<file path="src/rtl/stream_demux_1x2.sv">
// stream_demux_1x2: packet-aware 1:2 stream demux with registered outputs and per-packet channel lock.
// Optional per-channel packet counters enabled by defining DEMUX_PKT_CNT_EN.
module stream_demux_1x2 #(
    parameter int DATA_W = 8
) (
    input  logic              clk,
    input  logic              rst,
    input  logic [DATA_W-1:0] in_data,
    input  logic              in_valid,
    input  logic              in_last,
    input  logic              in_sel,
    output logic              in_ready,
    output logic [DATA_W-1:0] a_data,
    output logic              a_valid,
    output logic              a_last,
    input  logic              a_ready,
    output logic [DATA_W-1:0] b_data,
    output logic              b_valid,
    output logic              b_last,
    input  logic              b_ready
`ifdef DEMUX_PKT_CNT_EN
    ,
    output logic [15:0]       a_pkt_cnt,
    output logic [15:0]       b_pkt_cnt
`endif
);
    typedef enum logic [1:0] {IDLE, PKT_A, PKT_B} state_t;
    state_t state;
    logic dest, dest_valid, dest_ready, acc;
    always_comb begin
        dest       = (state == IDLE) ? in_sel : (state == PKT_A);
        dest_valid = dest ? a_valid : b_valid;
        dest_ready = dest ? a_ready : b_ready;
        in_ready   = ~dest_valid | dest_ready;
        acc        = in_valid & in_ready;
    end
    // the channel is latched on the first accepted beat and released on the last one
    always_ff @(posedge clk) begin
        if (rst)
            state <= IDLE;
        else if (acc)
            state <= in_last ? IDLE : (state == IDLE) ? (in_sel ? PKT_A : PKT_B) : state;
    end
    always_ff @(posedge clk) begin
        if (rst) begin
            a_valid <= 1'b0;
            a_last  <= 1'b0;
            a_data  <= '0;
        end else if (acc & dest) begin
            a_valid <= 1'b1;
            a_last  <= in_last;
            a_data  <= in_data;
        end else if (a_ready) begin
            a_valid <= 1'b0;
        end
    end
    always_ff @(posedge clk) begin
        if (rst) begin
            b_valid <= 1'b0;
            b_last  <= 1'b0;
            b_data  <= '0;
        end else if (acc & ~dest) begin
            b_valid <= 1'b1;
            b_last  <= in_last;
            b_data  <= in_data;
        end else if (b_ready) begin
            b_valid <= 1'b0;
        end
    end
`ifdef DEMUX_PKT_CNT_EN
    always_ff @(posedge clk) begin
        if (rst) begin
            a_pkt_cnt <= '0;
            b_pkt_cnt <= '0;
        end else begin
            if (a_valid & a_ready & a_last) a_pkt_cnt <= a_pkt_cnt + 16'd1;
            if (b_valid & b_ready & b_last) b_pkt_cnt <= b_pkt_cnt + 16'd1;
        end
    end
`endif
endmodule
</file>
<file path="config.mk">
export PLATFORM = sky130hd
export DESIGN_NAME = stream_demux_1x2
export DESIGN_NICKNAME = d
export VERILOG_FILES = /design/src/rtl/stream_demux_1x2.sv
export SDC_FILE = /design/constraint.sdc
export NUM_CORES = 1
export LEC_CHECK = 0
export ABC_AREA = 1
export BUFFER_PORTS_ARGS = -buffer_cell sky130_fd_sc_hd__buf_2
export CAP_MARGIN = 20
export CORE_ASPECT_RATIO = 0.8
export CORE_MARGIN = 5
export CORE_UTILIZATION = 45
export DETAILED_ROUTE_END_ITERATION = 10
export PLACE_DENSITY = 0.72
export SLEW_MARGIN = 20
export SYNTH_ARGS = -nofsm -noshare
export SYNTH_HDL_FRONTEND = slang
export SYNTH_SLANG_ARGS = --single-unit
</file>
<file path="constraint.sdc">
create_clock -name clk -period 2.7 [get_ports clk]
set_clock_uncertainty 0.2 [all_clocks]
set_input_delay 0.54 -clock clk [delete_from_list [all_inputs] [get_ports clk]]
set_output_delay 0.54 -clock clk [all_outputs]
set_load 0.1 [all_outputs]
</file>
==> results of run 1 <==
-- power groups by stage --
stage / clock network (mW) / registers, mW / logic (mW)
2_1_floorplan: 0 / 0.525 / 0.113
6_report: 0.138 / 0.363 / 0.326
5_1_grt: 0.159 / 0.366 / 0.345
3_3_place_gp: 0 / 0.370 / 0.323
3_5_place_dp: 0 / 0.370 / 0.326
4_1_cts: 0.144 / 0.363 / 0.327
-- per-stage QoR --
step | hold WS, ns | worst slack, ns
2_1_floorplan | 0.272 | 0.296
3_3_place_gp | 0.249 | 0.651
3_5_place_dp | 0.252 | 0.635
4_1_cts | 0.271 | 0.604
5_1_grt | 0.282 | 0.503
6_report | 0.267 | 0.608
-- final timing paths --
path	startpoint	to	slack, ns	cells past startpoint
worst min-delay path	b_data[2]	b_data[2]	0.27	2
worst max register to register	state[0]	a_data[5]	1.26	6
worst min register to register	b_data[2]	b_data[2]	0.27	2
worst max-delay path	state[0]	in_ready	0.61	5
-- state kept, by name, summed over array words and instances, names as in the netlist --
register,flops
b_valid,1
b_data,8
state,2
a_last,1
a_data,8
a_valid,1
b_last,1
-- area by class of cell --
cell class                      instances  area (um^2)  share of cell area [%]
Sequential cell                        22          440                    39.5
Multi-Input combinational cell         77          387                    34.6
Timing Repair Buffer                   37          205                    18.4
Inverter                                8         31.3                    2.80
Tap cell                               24         30.0                    2.69
Clock buffer                            3         22.5                    2.02
-- worst reg2reg max path, delay by kind of cell (launching register included) --
family	cells	cell delay, ns
AOI/OAI and AO/OA	1	0.13
DFF	1	0.41
buffers and inverters	2	0.26
and+or+nand+nor	3	0.38
-- logic make-up (layout without fill, tap and decap cells) --
family,count (synthesis),after routing,synth area share [%]
AOI/OAI and AO/OA,24,24,14.9
and+or+nand+nor,53,53,28.1
buffers and inverters,14,48,8.19
DFF,22,22,48.9
-- cell usage in the layout, fill, tap and decap left out, types with 2 or more instances in the layout --
| cell type | count |
|---|---|
| a21oi_1 | 20 |
| nand2_2 | 2 |
| nand4_1 | 9 |
| inv_1 | 4 |
| nor2_1 | 2 |
| buf_4 | 2 |
| a21oi_2 | 2 |
| dfxtp_1 | 22 |
| inv_2 | 3 |
| nand2_1 | 35 |
| buf_2 | 34 |
| nand3_1 | 3 |
| clkbuf_4 | 3 |
-- layer usage --
metal	routed length (um)	vias up
li1	-	443
met1	964	359
met2	906	24
met3	157	2
met4	10	0
met5	0	-
==> results.sh, run 1 <==
export IMPL_seq_area_frac_synth_pct=48.9
export IMPL_synth_cell_type_count=19
export IMPL_fin_util_pct=59.0
export IMPL_grt_max_degree=22
export IMPL_power_frac_comb_pct=39.4
export IMPL_cts_tree="yes"
export IMPL_core_region_area_um2=1890
export IMPL_synthToLayoutAreaGrowth_pct=23.9
export IMPL_maxCapViolCount=0
export IMPL_power_uw=826
export IMPL_hold_buffers=0
export IMPL_port_buffers=35
export IMPL_drtPass1Iterations=4
export IMPL_vias=828
export IMPL_design_area_um2=1120
export IMPL_met1_usage_pct=19.1
export IMPL_period_needed_ns=2.09
export IMPL_synth_top_area_cell="dfxtp_1"
export IMPL_drv_slew=0
export IMPL_leakage_nw=0.525
export IMPL_p_int_uw=469
export IMPL_dpl_cell_count=168
export IMPL_cts_setup_buffers=0
export IMPL_dieArea_um2=3000
export IMPL_rsz0062_at_grt="false"
export IMPL_met3_usage_pct=6.01
export IMPL_crit_family="buffers and inverters"
export IMPL_clkTransAtPathRegs_ns=0.10
export IMPL_cp_end_kind="primary output"
export IMPL_cp_slowest_stage_delay_ns=0.36
export IMPL_yosysWarningCount=0
export IMPL_clk_path_buf_depth=2
export IMPL_async_flop_share_pct=0
export IMPL_drtIter0Drc=36
export IMPL_stdcell_count=171
export IMPL_synth_top_flop_cell="dfxtp_1"
export IMPL_drive_above_1_share_pct=34.7
export IMPL_tightest_slew_ns=0.492
export IMPL_nets=164
export IMPL_htreeDepth=1
export IMPL_path_class="register to primary output"
export IMPL_clkLatencyLatePin_ns=0.29
export IMPL_hold_violations=0
export IMPL_finalSetupViolations=0
export IMPL_met2_usage_pct=21.4
export IMPL_path_max_fanout=11
export IMPL_grt_pass1_wl_um=3330
export IMPL_synth_most_common_cell="nand2_1"
export IMPL_synth_edf_count=0
export IMPL_start_util_pct=47.6
export IMPL_start_kind="register"
export IMPL_status="completed"
export IMPL_cts_resized_gates=0
export IMPL_cp_required_ns=1.96
export IMPL_syn_inst=113
export IMPL_track_usage_pct=14.2
export IMPL_synthTopCellsByCount="nand2_1 (35), dfxtp_1 (22), a21oi_1 (20), nand4_1 (9), inv_1 (4)"
export IMPL_syn_area_um2=901
export IMPL_gp_congestion=0.799
export IMPL_die_w_um=60.0
export IMPL_finalCritPeriodShare_pct=77.5
export IMPL_vias_per_cell=4.84
export IMPL_n_fill_cell=180
export IMPL_synthTopCellsByArea="dfxtp_1 (49%), nand2_1 (15%), a21oi_1 (11%)"
export IMPL_ant_nets=0
export IMPL_clockRootBuffer="clkbuf_4"
export IMPL_fmax_mhz=478
export IMPL_seq_power_share_pct=43.9
export IMPL_cp_cell_sequence="o21ai_2 > buf_4 > nand2_1 > nand2_2 > buf_12"
export IMPL_cts_sinks=22
export IMPL_cp_arrival_ns=1.35
export IMPL_power_frac_clock_pct=16.7
export IMPL_antenna_found_initial=0
export IMPL_detailed_place_hpwl_um=1590
export IMPL_p_sw_share_pct=43.3
export IMPL_p_sw_uw=358
export IMPL_powerDensity_nw_per_um2=741
export IMPL_num_io_pins=36
export IMPL_rows=14
export IMPL_top_usage_layer="met2"
export IMPL_hold_path_class="register to register"
export IMPL_cp_num_buf_inv=2
export IMPL_synth_fp_nets=128
export IMPL_cp_slowest_cell="dfxtp_1"
export IMPL_ys_seq_elements=22
export IMPL_synth_top_area_share_pct=48.9
export IMPL_dpl_cell_area_um2=1090
export IMPL_wire_per_inst_um=11.9
export IMPL_fin_setup_tns_ns=0
export IMPL_dieHeight_um=50.0
export IMPL_antennaDiodeCount=0
export IMPL_numCtsBuffers=3
export IMPL_wirelength_um=2040
export IMPL_drc=0
export IMPL_grt_pass1_vias=759
export IMPL_synth_avg_cell_area_um2=7.97
export IMPL_overflow=0
export IMPL_peakVddDrop_v=0.000443
export IMPL_slew_headroom_pct=67.4
Power figures use the tool's default switching activity.
==> inputs of run 2 (changes only) <==
--- a/config.mk
+++ b/config.mk
@@ -5,14 +5,14 @@
 export SDC_FILE = /design/constraint.sdc
 export NUM_CORES = 1
 export LEC_CHECK = 0
-export ABC_AREA = 1
+export ABC_AREA = 0
 export BUFFER_PORTS_ARGS = -buffer_cell sky130_fd_sc_hd__buf_2
 export CAP_MARGIN = 20
 export CORE_ASPECT_RATIO = 0.8
 export CORE_MARGIN = 5
 export CORE_UTILIZATION = 45
 export DETAILED_ROUTE_END_ITERATION = 10
-export PLACE_DENSITY = 0.72
+export PLACE_DENSITY = 0.7
 export SLEW_MARGIN = 20
 export SYNTH_ARGS = -nofsm -noshare
 export SYNTH_HDL_FRONTEND = slang
==> constraint.sdc (replaced) <==
create_clock -name clk -period 2.1 [get_ports clk]
set_clock_uncertainty 0.2 [all_clocks]
set_input_delay 0.42 -clock clk [delete_from_list [all_inputs] [get_ports clk]]
set_output_delay 0.42 -clock clk [all_outputs]
set_load 0.1 [all_outputs]
==> run 2 against run 1 <==
Via count rose by 23%. Sequential power is 26% higher. Register-to-register slack worse by 0.81 ns. Sequential share of layout area down 3.9 points. Clock power rose by 70%. Worst setup slack lost 0.53 ns. Cell area up 12%. Critical path depth down 2. Routed wire length up 30%. Cell count down 2.3%. Combinational power is 2% lower. Flip-flop and latch count unchanged. Critical endpoint unchanged. Highest routed layer unchanged.
==> results.sh, run 2 <==
export IMPL_status="completed"
export IMPL_path_max_fanout=4
export IMPL_r2r_slack_ns=0.45
export IMPL_reg2reg_from="state[0]"
export IMPL_nets=158
export IMPL_cp_end_kind="primary output"
export IMPL_drc=0
export IMPL_die_w_um=63.7
export IMPL_ys_seq_elements=22
export IMPL_syn_inst=112
export IMPL_rows=15
export IMPL_seq_power_share_pct=45.0
export IMPL_wire_per_inst_um=15.9
export IMPL_period_needed_ns=2.02
export IMPL_cp_slowest_cell="dfxtp_1"
export IMPL_final_cell_mix="buf_2 (34), a21oi_1 (20), dfxtp_1 (19)"
export IMPL_finalSetupViolations=0
export IMPL_numCtsBuffers=3
export IMPL_final_common_cell="buf_2"
export IMPL_synth_top_area_cell="dfxtp_1"
export IMPL_grt_max_degree=25
export IMPL_grt_pass1_vias=876
export IMPL_p_sw_share_pct=39.2
export IMPL_timing_rr_end="a_data[2]"
export IMPL_tightest_slew_ns=0.681
export IMPL_vias_per_cell=6.09
export IMPL_fin_setup_tns_ns=0
export IMPL_synth_top_area_share_pct=42.4
export IMPL_synth_fp_nets=127
export IMPL_vias=1017
export IMPL_hold_end="a_data[4]"
export IMPL_yosysWarningCount=0
export IMPL_synth_most_common_cell="dfxtp_1"
export IMPL_syn_area_um2=1040
export IMPL_synth_edf_count=0
export IMPL_start_kind="register"
export IMPL_leakage_nw=0.527
export IMPL_seq_area_frac_synth_pct=42.4
export IMPL_p_sw_uw=397
export IMPL_power_mw=1.01
export IMPL_power_frac_comb_pct=31.7
export IMPL_peakVddDrop_v=0.000579
export IMPL_cp_slowest_stage_delay_ns=0.38
export IMPL_grt_pass1_wl_um=4220
export IMPL_cts_tree="yes"
export IMPL_hold_path_class="input port to register"
export IMPL_async_flop_share_pct=0
export IMPL_track_usage_pct=15.7
export IMPL_top_usage_layer="met2"
export IMPL_port_buffers=35
export IMPL_min_from="in_data[4]"
export IMPL_powerDensity_nw_per_um2=811
export IMPL_overflow=0
export IMPL_cp_arrival_ns=1.40
export IMPL_dieHeight_um=53.0
export IMPL_p_int_uw=615
export IMPL_cp_required_ns=1.48
export IMPL_slew_headroom_pct=54.6
export IMPL_path_class="register to primary output"
export IMPL_fmax_mhz=495
export IMPL_htreeDepth=1
export IMPL_finalCritPeriodShare_pct=96.1
export IMPL_synth_avg_cell_area_um2=9.28
export IMPL_min_path_cells=3
export IMPL_antenna_found_initial=0
export IMPL_drv_slew=0
export IMPL_cts_setup_buffers=0
export IMPL_fin_util_pct=57.3
export IMPL_preCtsSetupSlack_ns=0.182
export IMPL_num_io_pins=36
export IMPL_detailed_place_hpwl_um=1880
export IMPL_clkLatencyLatePin_ns=0.31
export IMPL_antennaDiodeCount=0
export IMPL_synth_top_flop_cell="dfxtp_1"
export IMPL_met2_usage_pct=23.3
export IMPL_top_regs="a_data x8, b_data x8, state x2"
export IMPL_drtIter0Drc=90
export IMPL_core_region_area_um2=2180
export IMPL_maxCapViolCount=0
export IMPL_synth_cell_type_count=27
export IMPL_clk_path_buf_depth=2
export IMPL_cp_num_buf_inv=1
export IMPL_wirelength_um=2650
export IMPL_power_frac_clock_pct=23.3
export IMPL_gp_congestion=0.869
export IMPL_clockRootBuffer="clkbuf_4"
export IMPL_drive_above_1_share_pct=35.2
export IMPL_ant_nets=0
export IMPL_hold_violations=0
export IMPL_start_util_pct=47.8
export IMPL_synthTopCellsByCount="dfxtp_1 (22), a21oi_1 (20), nand4_1 (18), o31ai_1 (18), buf_2 (5)"
export IMPL_cp_cell_sequence="o21bai_4 > mux2i_4 > buf_12"
export IMPL_cts_sinks=22
export IMPL_synthToLayoutAreaGrowth_pct=20.0
export IMPL_drtPass1Iterations=4
export IMPL_crit_family="flip-flops"
export IMPL_met1_usage_pct=22.0
export IMPL_synthTopCellsByArea="dfxtp_1 (42%), o31ai_1 (13%), nand4_1 (11%)"
export IMPL_rsz0062_at_grt="false"
export IMPL_dieArea_um2=3380
export IMPL_met3_usage_pct=5.31
export IMPL_setup_slack_ns=0.0809
export IMPL_clkTransAtPathRegs_ns=0.12
export IMPL_r2r_cells=3
==> run 2: cell count changes after synthesis, moves of 3 or more <==
| cell | before | now |
|---|---|---|
| nand4_1 | 9 | 18 |
| buf_2 | 1 | 5 |
| nand3_1 | 3 | 0 |
| nor2b_1 | 0 | 3 |
| inv_1 | 4 | 1 |
| nand2_1 | 35 | 0 |
| o31ai_1 | 0 | 18 |
==> run 2: area by class of cell <==
class / count / area, um^2
clock buffer: 4 / 36.3
fill: 211 / 930
inverter: 2 / 7.51
multi-input combinational: 75 / 508
sequential: 22 / 444
tap: 25 / 31.3
timing repair buffer: 39 / 220
==> run 2: cells by family after synthesis <==
group	share of synthesized area, %
AND/OR/NAND/NOR	17.1
AO/OA/AOI/OAI	28.9
flip-flops	42.4
multiplexers	0.963
buffers and inverters	10.7
==> run 2: power groups by stage <==
stage	clock (mW)	combinational, mW	sequential, mW
finish	0.235	0.321	0.456
global route	0.263	0.336	0.459
CTS	0.245	0.319	0.455
detailed placement	0	0.318	0.464
global placement	0	0.315	0.463
floorplan	0	0.116	0.621
==> run 2: timing repair <==
action	in CTS	in global routing
gates resized for setup	0	2
endpoints found under the setup margin	0	1
hold buffers	0	0
==> run 2: layer usage <==
| metal | vias to the layer above | wire length [um] |
|---|---|---|
| met5 | - | 0 |
| met4 | 0 | 25 |
| met2 | 49 | 1170 |
| met1 | 464 | 1250 |
| li1 | 500 | - |
| met3 | 4 | 204 |
==> run 2: worst register-to-register path, stage by stage, from the launching register on <==
cell and delay (ns):
dfxtp_1 0.44, o21ba_1 0.61, nand4_1 0.19, a21oi_1 0.15
==> run 2: worst max path at each step <==
stage | start | to | slack, ns | cells past startpoint
floorplan | in_sel | in_ready | 0.09 | 2
global placement | in_sel | in_ready | 0.23 | 4
detailed placement | in_sel | in_ready | 0.18 | 4
CTS | state[0] | in_ready | 0.002 | 3
global route | state[0] | in_ready | 0.01 | 3
finish | state[0] | in_ready | 0.08 | 3
==> run 2: stage by stage <==
stage / instance area [um^2] / hold slack (ns) / instances
6_report: 1250 / 0.170 / 167
2_1_floorplan: 1050 / 0.370 / 112
5_1_grt: 1250 / 0.146 / 167
3_5_place_dp: 1200 / 0.259 / 163
3_3_place_gp: 1200 / 0.253 / 163
4_1_cts: 1240 / 0.153 / 167
